<file path="src/rtl/trace_pkg.sv">
// rtl/trace_pkg.sv - shared types and constants for the commit-trace buffer
//
// Purpose: FSM state encoding, the stored trace entry layout and the drop
//          counter width used by commit_trace_buf and trace_fifo.
// Macro:   COMMIT_TRACE_RF_EN adds the register-file write fields to each
//          entry (102-bit entry); without it an entry is pc+inst (64 bits).
package trace_pkg;

  typedef enum logic [1:0] {
    ST_IDLE    = 2'd0,
    ST_ARMED   = 2'd1,
    ST_CAPTURE = 2'd2,
    ST_STOPPED = 2'd3
  } trace_state_t;

  localparam int TRACE_DROP_W = 16;

  typedef struct packed {
    logic [31:0] pc;
    logic [31:0] inst;
`ifdef COMMIT_TRACE_RF_EN
    logic        rf_we;
    logic [4:0]  rf_addr;
    logic [31:0] rf_wdata;
`endif
  } trace_entry_t;

endpackage

</file>
<file path="src/rtl/trace_fifo.sv">
// rtl/trace_fifo.sv - first-word-fall-through FIFO holding trace entries
//
// Purpose: DEPTH-entry FWFT FIFO. A push while full is accepted only when a
//          pop happens in the same cycle; the head is presented
//          combinationally from storage and forced to zero when empty.
// Ports:   clk, rst        - clock, asynchronous active-high reset
//          wr_en, wr_data  - push request and data
//          wr_ok           - push would be accepted this cycle
//          rd_en           - consumer ready; pops when rd_valid is also 1
//          rd_valid        - head entry present (count != 0)
//          rd_data         - head entry, zero when empty
//          count           - occupancy, 0..DEPTH
module trace_fifo #(
  parameter int DEPTH = 16,
  parameter int WIDTH = 64
) (
  input  logic                     clk,
  input  logic                     rst,
  input  logic                     wr_en,
  input  logic [WIDTH-1:0]         wr_data,
  output logic                     wr_ok,
  input  logic                     rd_en,
  output logic                     rd_valid,
  output logic [WIDTH-1:0]         rd_data,
  output logic [$clog2(DEPTH):0]   count
);

  localparam int AW = $clog2(DEPTH);
  localparam logic [AW:0] FULL_CNT = (AW+1)'(DEPTH);

  logic [WIDTH-1:0] mem [DEPTH];
  logic [AW-1:0]    wr_ptr;
  logic [AW-1:0]    rd_ptr;
  logic             do_push;
  logic             do_pop;

  assign rd_valid = (count != '0);
  assign do_pop   = rd_valid && rd_en;
  // A full FIFO still takes a push when the head leaves at the same edge.
  assign wr_ok    = (count != FULL_CNT) || do_pop;
  assign do_push  = wr_en && wr_ok;
  assign rd_data  = rd_valid ? mem[rd_ptr] : '0;

  always_ff @(posedge clk or posedge rst) begin
    if (rst) begin
      wr_ptr <= '0;
      rd_ptr <= '0;
      count  <= '0;
    end else begin
      if (do_push) wr_ptr <= wr_ptr + AW'(1);
      if (do_pop)  rd_ptr <= rd_ptr + AW'(1);
      case ({do_push, do_pop})
        2'b10:   count <= count + (AW+1)'(1);
        2'b01:   count <= count - (AW+1)'(1);
        default: count <= count;
      endcase
    end
  end

  // Storage needs no reset: rd_data is masked while the FIFO is empty.
  always_ff @(posedge clk) begin
    if (do_push) mem[wr_ptr] <= wr_data;
  end

endmodule

</file>
<file path="src/rtl/commit_trace_buf.sv">
// rtl/commit_trace_buf.sv - commit-trace capture buffer for the single-cycle CPU
//
// Purpose: records retired instructions (rebased PC, instruction word and,
//          with COMMIT_TRACE_RF_EN defined, the register-file write) into a
//          FWFT FIFO drained over a valid/ready stream. Capture starts on
//          arm, optionally waiting for a trigger PC, and ends on stop.
// Macro:   COMMIT_TRACE_RF_EN - store and output the RF write fields; when
//          undefined out_rf_* are tied to 0 and the ports remain.
// Ports:   clk_in, reset               - clock, asynchronous active-high reset
//          commit_*                    - retiring instruction from the core
//          arm, stop                   - session control pulses
//          trig_en, trig_pc            - trigger enable (sampled on arm), address
//          out_valid, out_ready        - drain handshake
//          out_pc/inst/rf_we/rf_addr/rf_wdata - head entry fields
//          state, count, drop_cnt      - FSM state, occupancy, overflow losses
module commit_trace_buf
  import trace_pkg::*;
#(
  parameter int          DEPTH   = 16,
  parameter logic [31:0] PC_BASE = 32'h00400000
) (
  input  logic                    clk_in,
  input  logic                    reset,
  input  logic                    commit_valid,
  input  logic [31:0]             commit_pc,
  input  logic [31:0]             commit_inst,
  input  logic                    commit_rf_we,
  input  logic [4:0]              commit_rf_addr,
  input  logic [31:0]             commit_rf_wdata,
  input  logic                    arm,
  input  logic                    stop,
  input  logic                    trig_en,
  input  logic [31:0]             trig_pc,
  output logic                    out_valid,
  input  logic                    out_ready,
  output logic [31:0]             out_pc,
  output logic [31:0]             out_inst,
  output logic                    out_rf_we,
  output logic [4:0]              out_rf_addr,
  output logic [31:0]             out_rf_wdata,
  output logic [1:0]              state,
  output logic [$clog2(DEPTH):0]  count,
  output logic [TRACE_DROP_W-1:0] drop_cnt
);

  localparam int EW = $bits(trace_entry_t);

  trace_state_t st;
  trace_entry_t wr_entry;
  trace_entry_t rd_entry;
  logic [31:0]  rebased_pc;
  logic         want_push;
  logic         push_ok;

  assign rebased_pc = commit_pc + PC_BASE;

  always_comb begin
    wr_entry      = '0;
    wr_entry.pc   = rebased_pc;
    wr_entry.inst = commit_inst;
`ifdef COMMIT_TRACE_RF_EN
    wr_entry.rf_we    = commit_rf_we;
    wr_entry.rf_addr  = commit_rf_addr;
    wr_entry.rf_wdata = commit_rf_wdata;
`endif
  end

  // stop wins over a same-cycle commit; in ARMED only the trigger commit
  // is captured, and it is the first entry of the session.
  always_comb begin
    want_push = 1'b0;
    if (commit_valid && !stop) begin
      case (st)
        ST_CAPTURE: want_push = 1'b1;
        ST_ARMED:   want_push = (rebased_pc == trig_pc);
        default:    want_push = 1'b0;
      endcase
    end
  end

  always_ff @(posedge clk_in or posedge reset) begin
    if (reset) begin
      st       <= ST_IDLE;
      drop_cnt <= '0;
    end else begin
      if (want_push && !push_ok && (drop_cnt != '1))
        drop_cnt <= drop_cnt + TRACE_DROP_W'(1);
      case (st)
        ST_IDLE, ST_STOPPED: begin
          if (arm) begin
            st       <= trig_en ? ST_ARMED : ST_CAPTURE;
            drop_cnt <= '0;
          end
        end
        ST_ARMED: begin
          if (stop)           st <= ST_STOPPED;
          else if (want_push) st <= ST_CAPTURE;
        end
        ST_CAPTURE: begin
          if (stop) st <= ST_STOPPED;
        end
        default: st <= ST_IDLE;
      endcase
    end
  end

  trace_fifo #(
    .DEPTH (DEPTH),
    .WIDTH (EW)
  ) u_fifo (
    .clk      (clk_in),
    .rst      (reset),
    .wr_en    (want_push),
    .wr_data  (wr_entry),
    .wr_ok    (push_ok),
    .rd_en    (out_ready),
    .rd_valid (out_valid),
    .rd_data  (rd_entry),
    .count    (count)
  );

  assign state    = st;
  assign out_pc   = rd_entry.pc;
  assign out_inst = rd_entry.inst;

`ifdef COMMIT_TRACE_RF_EN
  assign out_rf_we    = rd_entry.rf_we;
  assign out_rf_addr  = rd_entry.rf_addr;
  assign out_rf_wdata = rd_entry.rf_wdata;
`else
  logic unused_rf;
  assign unused_rf    = ^{commit_rf_we, commit_rf_addr, commit_rf_wdata};
  assign out_rf_we    = 1'b0;
  assign out_rf_addr  = 5'd0;
  assign out_rf_wdata = 32'd0;
`endif

endmodule
</file>
<file path="config.mk">
export PLATFORM = sky130hd
export DESIGN_NAME = commit_trace_buf
export DESIGN_NICKNAME = d
export VERILOG_FILES = /design/src/rtl/trace_pkg.sv /design/src/rtl/trace_fifo.sv /design/src/rtl/commit_trace_buf.sv
export SDC_FILE = /design/constraint.sdc
export NUM_CORES = 1
export LEC_CHECK = 0
export ABC_CLOCK_PERIOD_IN_PS = 20900
export BUFFER_PORTS_ARGS = -buffer_cell sky130_fd_sc_hd__clkbuf_2
export CORE_UTILIZATION = 45
export DETAILED_ROUTE_END_ITERATION = 12
export PLACE_DENSITY = 0.59
export RECOVER_POWER = 25
export SYNTH_ARGS = -nofsm -noshare
export SYNTH_HDL_FRONTEND = slang
export SYNTH_SLANG_ARGS = --single-unit
</file>
<file path="constraint.sdc">
create_clock -name clk_in -period 20.9 [get_ports clk_in]
set_input_delay 3.135 -clock clk_in [delete_from_list [all_inputs] [get_ports clk_in]]
set_output_delay 3.135 -clock clk_in [all_outputs]
set_load 0.03 [all_outputs]
</file>
Word-level counts from Yosys, hierarchy flattened
Memory sizes are Yosys's and may differ from the RTL's.
Index checks and enable logic that the tools add are counted.
- flip-flop bits (word level): 31
- bits in writable memories: 1024
- input bits: 141
- output and inout bits: 126
- word-level logic and storage cells: 51
- memories: 1
- add/subtract/negate cells: 6
- eq/ne operators: 11
- multiplexer cells: 15
- reductions and logical operators: 13
- memory list (memory ; depth ; width ; read ports ; clocked after Yosys merged registers in ; wr ports ; line ; source):
    u_fifo.mem ; 16 ; 64 ; 1 ; 0 ; 1 ; trace_fifo.sv:31 ; logic [WIDTH-1:0] mem [DEPTH];
- operator list (kind ; count):
    two-way mux 64 bit ; 1
    two-way mux 16 bit ; 3
    adder 32 x 23 -> 32 bit (second input constant) ; 1
    equality test 32 bit ; 1
    adder 16 x 1 -> 16 bit (second input constant) ; 1
    != test 16 bit (second input constant) ; 1
    two-way mux 2 bit ; 5
    case mux 5 bit (2 select lines) ; 1
    adder 4 x 1 -> 4 bit (second input constant) ; 2
    equality test 2 bit (second input constant) ; 3
    case mux 2 bit (3 select lines) ; 1
    adder 5 x 1 -> 5 bit (second input constant) ; 1
    logical AND 1 bit ; 5
    != test 5 bit (second input constant) ; 1
    nonzero test 5 bit ; 1
    subtractor 5 x 1 -> 5 bit (second input constant) ; 1
    equality test 2 x 1 -> 1 bit (second input constant) ; 2
    != test 2 bit (second input constant) ; 2
    two-way mux 1 bit ; 3
    != test 3 x 2 -> 1 bit (second input constant) ; 1
    AND reduction 3 bit ; 1
    zero test 1 bit ; 2
    zero test 2 bit ; 1
    case mux 1 bit (2 select lines) ; 1
    other kinds (3) ; 3

Longest topological paths before layout
- word-level depth: 9
- mapped depth: 16
- mapped depth without buffers: 15

Modules after synthesis
Synthesis repeated with hierarchy kept, for this count alone.
- cell total of the unflattened synthesis: 1923
- area total of the unflattened synthesis: 41594.9 um2
- modules (own cells, without submodules) (module ; times used ; cells an instance ; area each (um2) ; seq. area each (um2)):
    trace_fifo ; 1 ; 1671 ; 39500.4 ; 31074.8
    commit_trace_buf ; 1 ; 252 ; 2094.5 ; 450.4

Worst setup path before layout
OpenSTA, ideal clock, no wires.
- kind: input port to flip-flop
- start point: in commit_pc[22]
- end point: mem u_fifo.mem[2][0], enable pin
- library setup time: 0.666 ns
- data arrival time: 11.691 ns
- data required time: 20.234 ns
- path slack: 8.542 ns
- stages on the path: 9
- path buffers: 0
- cells stage by stage: ha_1 -> xor2_1 -> xnor2_1 -> nand3_1 -> a2111o_1 -> nor3_2 -> a31o_4 -> nand2_2 -> nor4b_1
- longest elaborated chain between the ends: 7
- RTL lines (element ; line ; source):
    start, declared ; commit_trace_buf.sv:25 ; input logic [31:0] commit_pc,
    adder 32 x 23 -> 32 bit ; commit_trace_buf.sv:55 ; assign rebased_pc = commit_pc + PC_BASE;
    via rebased_pc[24] ; commit_trace_buf.sv:51 ; logic [31:0] rebased_pc;
    equality test 32 bit ; commit_trace_buf.sv:75 ; ST_ARMED: want_push = (rebased_pc == trig_pc);
    case mux 1 bit (2 select lines) ; commit_trace_buf.sv:73 ; case (st)
    two-way mux 1 bit ; commit_trace_buf.sv:72 ; if (commit_valid && !stop) begin
    logical AND 1 bit ; trace_fifo.sv:41 ; assign do_push = wr_en && wr_ok;
    two-way mux 1 bit ; trace_fifo.sv:62 ; if (do_push) mem[wr_ptr] <= wr_data;
    two-way mux 1 bit (not written as such) ; trace_fifo.sv:62 ;
    end, declared ; trace_fifo.sv:31 ;
The timed path passes the listed nets, and every way through them passes these cells.

Worst setup path after layout
- start point: reg u_fifo.rd_ptr[0]
- end point: out out_pc[22]
- longest elaborated chain between the ends: 2
- RTL lines (element ; line ; source):
    start, declared ; trace_fifo.sv:33 ; logic [AW-1:0] rd_ptr;
    start signal, assigned ; trace_fifo.sv:51 ; if (do_pop) rd_ptr <= rd_ptr + AW'(1);
    memory (16 x 64 bit) ; -- ;
    two-way mux 64 bit ; trace_fifo.sv:42 ; assign rd_data = rd_valid ? mem[rd_ptr] : '0;
    end, declared ; commit_trace_buf.sv:36 ; output logic [31:0] out_pc,
Every way passes these cells.

==> flow_metrics.env <==
export IMPL_core_area_sq_um=91700
export IMPL_antenna_found_initial=5
export IMPL_syn_inst=1841
export IMPL_grt_ovfl_total=0
export IMPL_cts_tree="yes"
export IMPL_viasPerCell=5.77
export IMPL_final_nets=2245
export IMPL_worstHoldStart="u_fifo.count[4]"
export IMPL_clock_sinks=1055
export IMPL_clockPowerShare=0.301
export IMPL_ys_seq_area_frac=0.757
export IMPL_fin_crit_sh=0.412
export IMPL_clkTransAtPathRegs_ns=0.06
export IMPL_clock_latency_ns=0.66
export IMPL_fin_area_sq_um=47400
export IMPL_routed_wl_um=95400
export IMPL_regToRegSetupSlack_ns=15.34
export IMPL_violations="capacitance limit, slew limit"
export IMPL_clockRootBuffer="clkbuf_16"
export IMPL_n_fill_cell=7188
export IMPL_netlist_area_sq_um=41700
export IMPL_vias=19408
export IMPL_startpoint="u_fifo.rd_ptr[0]"
export IMPL_drive_gt1_frac=0.322
export IMPL_intPower_mw=4.27
export IMPL_outcome="finished, violations left"
export IMPL_final_hold_violation_count=0
export IMPL_crit_arrival_ns=5.47
export IMPL_total_leakage_power_nw=15.2
export IMPL_routabilityCongestion=0.777
export IMPL_cts_resized=0
export IMPL_ir_drop_uv=119
export IMPL_synthFlopType="edfxtp_1"
export IMPL_post_drt_wl_per_cell_um=28.3
export IMPL_numPortBuffers=190
export IMPL_cap_violations=1
export IMPL_switching_power_mw=1.85
export IMPL_worstPathMaxFanout=109
export IMPL_grt_max_degree=153
export IMPL_worstMarginPinSlew_ns=1.81
export IMPL_required_ns=17.77
export IMPL_ioPinCount=267
export IMPL_async_flop_share=0.0294
export IMPL_fp_dieH_um=306
export IMPL_grt_pass1_wl_um=139000
export IMPL_rows=111
export IMPL_initial_core_util=0.454
export IMPL_p_comb_frac=0.296
export IMPL_rsz0062_at_grt="no"
export IMPL_cts_made_buffers=108
export IMPL_fmax_mhz=116
export IMPL_skew_ns=0.0359
export IMPL_slew_violations=32
export IMPL_p_per_area_nw_per_um2=129
export IMPL_cts_htree_levels=3
export IMPL_place_hpwl_um=48900
export IMPL_synth_cell_types=55
export IMPL_period_minus_slack_ns=8.61
export IMPL_drc=0
export IMPL_synth_edff_count=1024
export IMPL_post_cts_buffers=0
export IMPL_syn2layout_area_growth_pct=13.8
export IMPL_ant_nets=0
export IMPL_placedInstanceArea_sq_um=44100
export IMPL_setup_violations=0
export IMPL_fp_dieArea_sq_um=93800
export IMPL_grt_total_usage=0.206
export IMPL_synth_seq_cells=1055
export IMPL_grt_pass1_vias=20619
export IMPL_finalSetupTns_ns=0
export IMPL_postLayoutCoreUtil=0.517
export IMPL_reg2reg_from="state[1]"
export IMPL_firstDrtPassIters=5
export IMPL_start_kind="register"
export IMPL_cp_cell_sequence="buf_4 -> buf_12 -> buf_4 -> mux4_2 -> mux4_2 -> and2_1 -> clkbuf_2"
export IMPL_crit_path_end_kind="output pin"
export IMPL_max_slew_margin=-0.209
export IMPL_drt_iter0_markers=1645
export IMPL_syn_avg_cell_area_sq_um=22.6
export IMPL_slowest_delay_ns=0.89
export IMPL_power_frac_seq=0.403
export IMPL_yosys_warnings=0
export IMPL_cts_hold_buf=0
export IMPL_path_class="reg2out"
export IMPL_die_w_um=306
export IMPL_hold_class="reg2reg"
export IMPL_slowest_stage="dfrtp_4"
export IMPL_p_sw_frac=0.302
export IMPL_cts_buffer_depth=3
sequential cells by signal (all words and copies together), names as in the netlist:
signal,cells
state,2
u_fifo.wr_ptr,4
u_fifo.mem,1024
u_fifo.count,5
drop_cnt,16
u_fifo.rd_ptr,4
cells in the mapped netlist (11+ instances only):
cell type	n	area [sq um]
ha_1	12	150
nand3_1	17	85.1
edfxtp_1	1024	30700
dfrtp_1	31	776
mux4_2	320	7210
xor2_1	15	131
and2_1	67	419
inv_1	11	41.3
xnor2_1	32	280
buf_1	29	109
buf_4	39	293
clkbuf_1	56	210
nand4_1	11	68.8
nor2_1	29	109
nand2_1	37	139
power groups by stage:
| stage | sequential (mW) | clock, mW | combinational, mW |
|---|---|---|---|
| floorplan | 2.44 | 0 | 1.39 |
| global placement | 2.51 | 0 | 1.84 |
| detailed placement | 2.51 | 0 | 1.85 |
| CTS | 2.47 | 1.88 | 1.85 |
| global route | 2.47 | 1.95 | 1.93 |
| finish | 2.46 | 1.84 | 1.81 |
layout by cell type (no fill, tap or decap), types with 8 or more instances in the layout:
cell and n:
clkbuf_1 64, ha_1 12, nand4_1 11, xnor2_1 32, nor2_1 20, clkinv_1 20
nor2_4 9, inv_1 11, nand2_1 36, dfrtp_1 27, xor2_1 15, clkinv_2 24
bufinv_16 8, buf_4 38, clkbuf_16 111, and2_1 67, clkbuf_2 154, a21oi_1 10
nand2b_1 8, nand3_1 17, conb_1 38, mux2i_1 8, edfxtp_1 1024, mux4_2 320
worst paths after layout:
| kind | endpoint | cells after the start |
|---|---|---|
| min in group asynchronous | drop_cnt[5] | 3 |
| hold / removal | u_fifo.count[4] | 1 |
| setup / recovery | out_pc[22] | 7 |
| setup reg to reg | u_fifo.mem[13][56] | 10 |
| hold reg to reg | u_fifo.count[4] | 1 |
| max in group asynchronous | u_fifo.rd_ptr[3] | 3 |
area by class of cell:
type / instances / area [sq um] / share of cell area
timing repair buffer: 231 / 1230 / 0.0261
clock inverter: 58 / 508 / 0.0107
antenna: 2 / 5.00 / 0.000106
clock buffer: 138 / 2880 / 0.0607
tap: 1186 / 1480 / 0.0313
multi-input combinational: 684 / 9710 / 0.205
inverter: 11 / 41.3 / 0.000871
sequential: 1055 / 31500 / 0.665
cells by family (layout without fill, tap and decap cells):
group / Yosys count / after routing / share of synthesized area
flip-flops: 1055 / 1055 / 0.757
multiplexers: 333 / 333 / 0.177
AND/OR/NAND/NOR: 213 / 213 / 0.0280
buffers and inverters: 139 / 438 / 0.0162
XOR/XNOR: 49 / 49 / 0.0110
AO/OA/AOI/OAI: 37 / 37 / 0.00673
adder cells (fa/ha/maj): 14 / 14 / 0.00433
other: 1 / 40 / 0.0000900
routing by layer:
metal	up-vias	part of all wire	track usage
met5	-	0.00055	0
met2	560	0.51	0.346
met3	131	0.054	0.0335
li1	8175	-	-
met1	10534	0.42	0.284
met4	8	0.016	0.0444
metrics by stage:
| stage | power [mW] | hold slack, ns | setup slack [ns] | std cells |
|---|---|---|---|---|
| 6_report | 6.11 | 0.551 | 12.29 | 3365 |
| 5_1_grt | 6.35 | 0.584 | 11.80 | 3363 |
| 4_1_cts | 6.20 | 0.552 | 12.00 | 3363 |
| 3_5_place_dp | 4.36 | 0.542 | 11.77 | 3167 |
| 3_3_place_gp | 4.34 | 0.529 | 11.86 | 3167 |
| 2_1_floorplan | 3.84 | 0.510 | 8.54 | 1878 |
critical path: cells and delay by family, from the launching register on:
kind / cells / cell delay [ns]
muxes: 2 / 1.08
and+or+nand+nor: 1 / 0.26
DFF: 1 / 0.89
buffers and inverters: 4 / 2.43
Power figures use the tool's default switching activity.
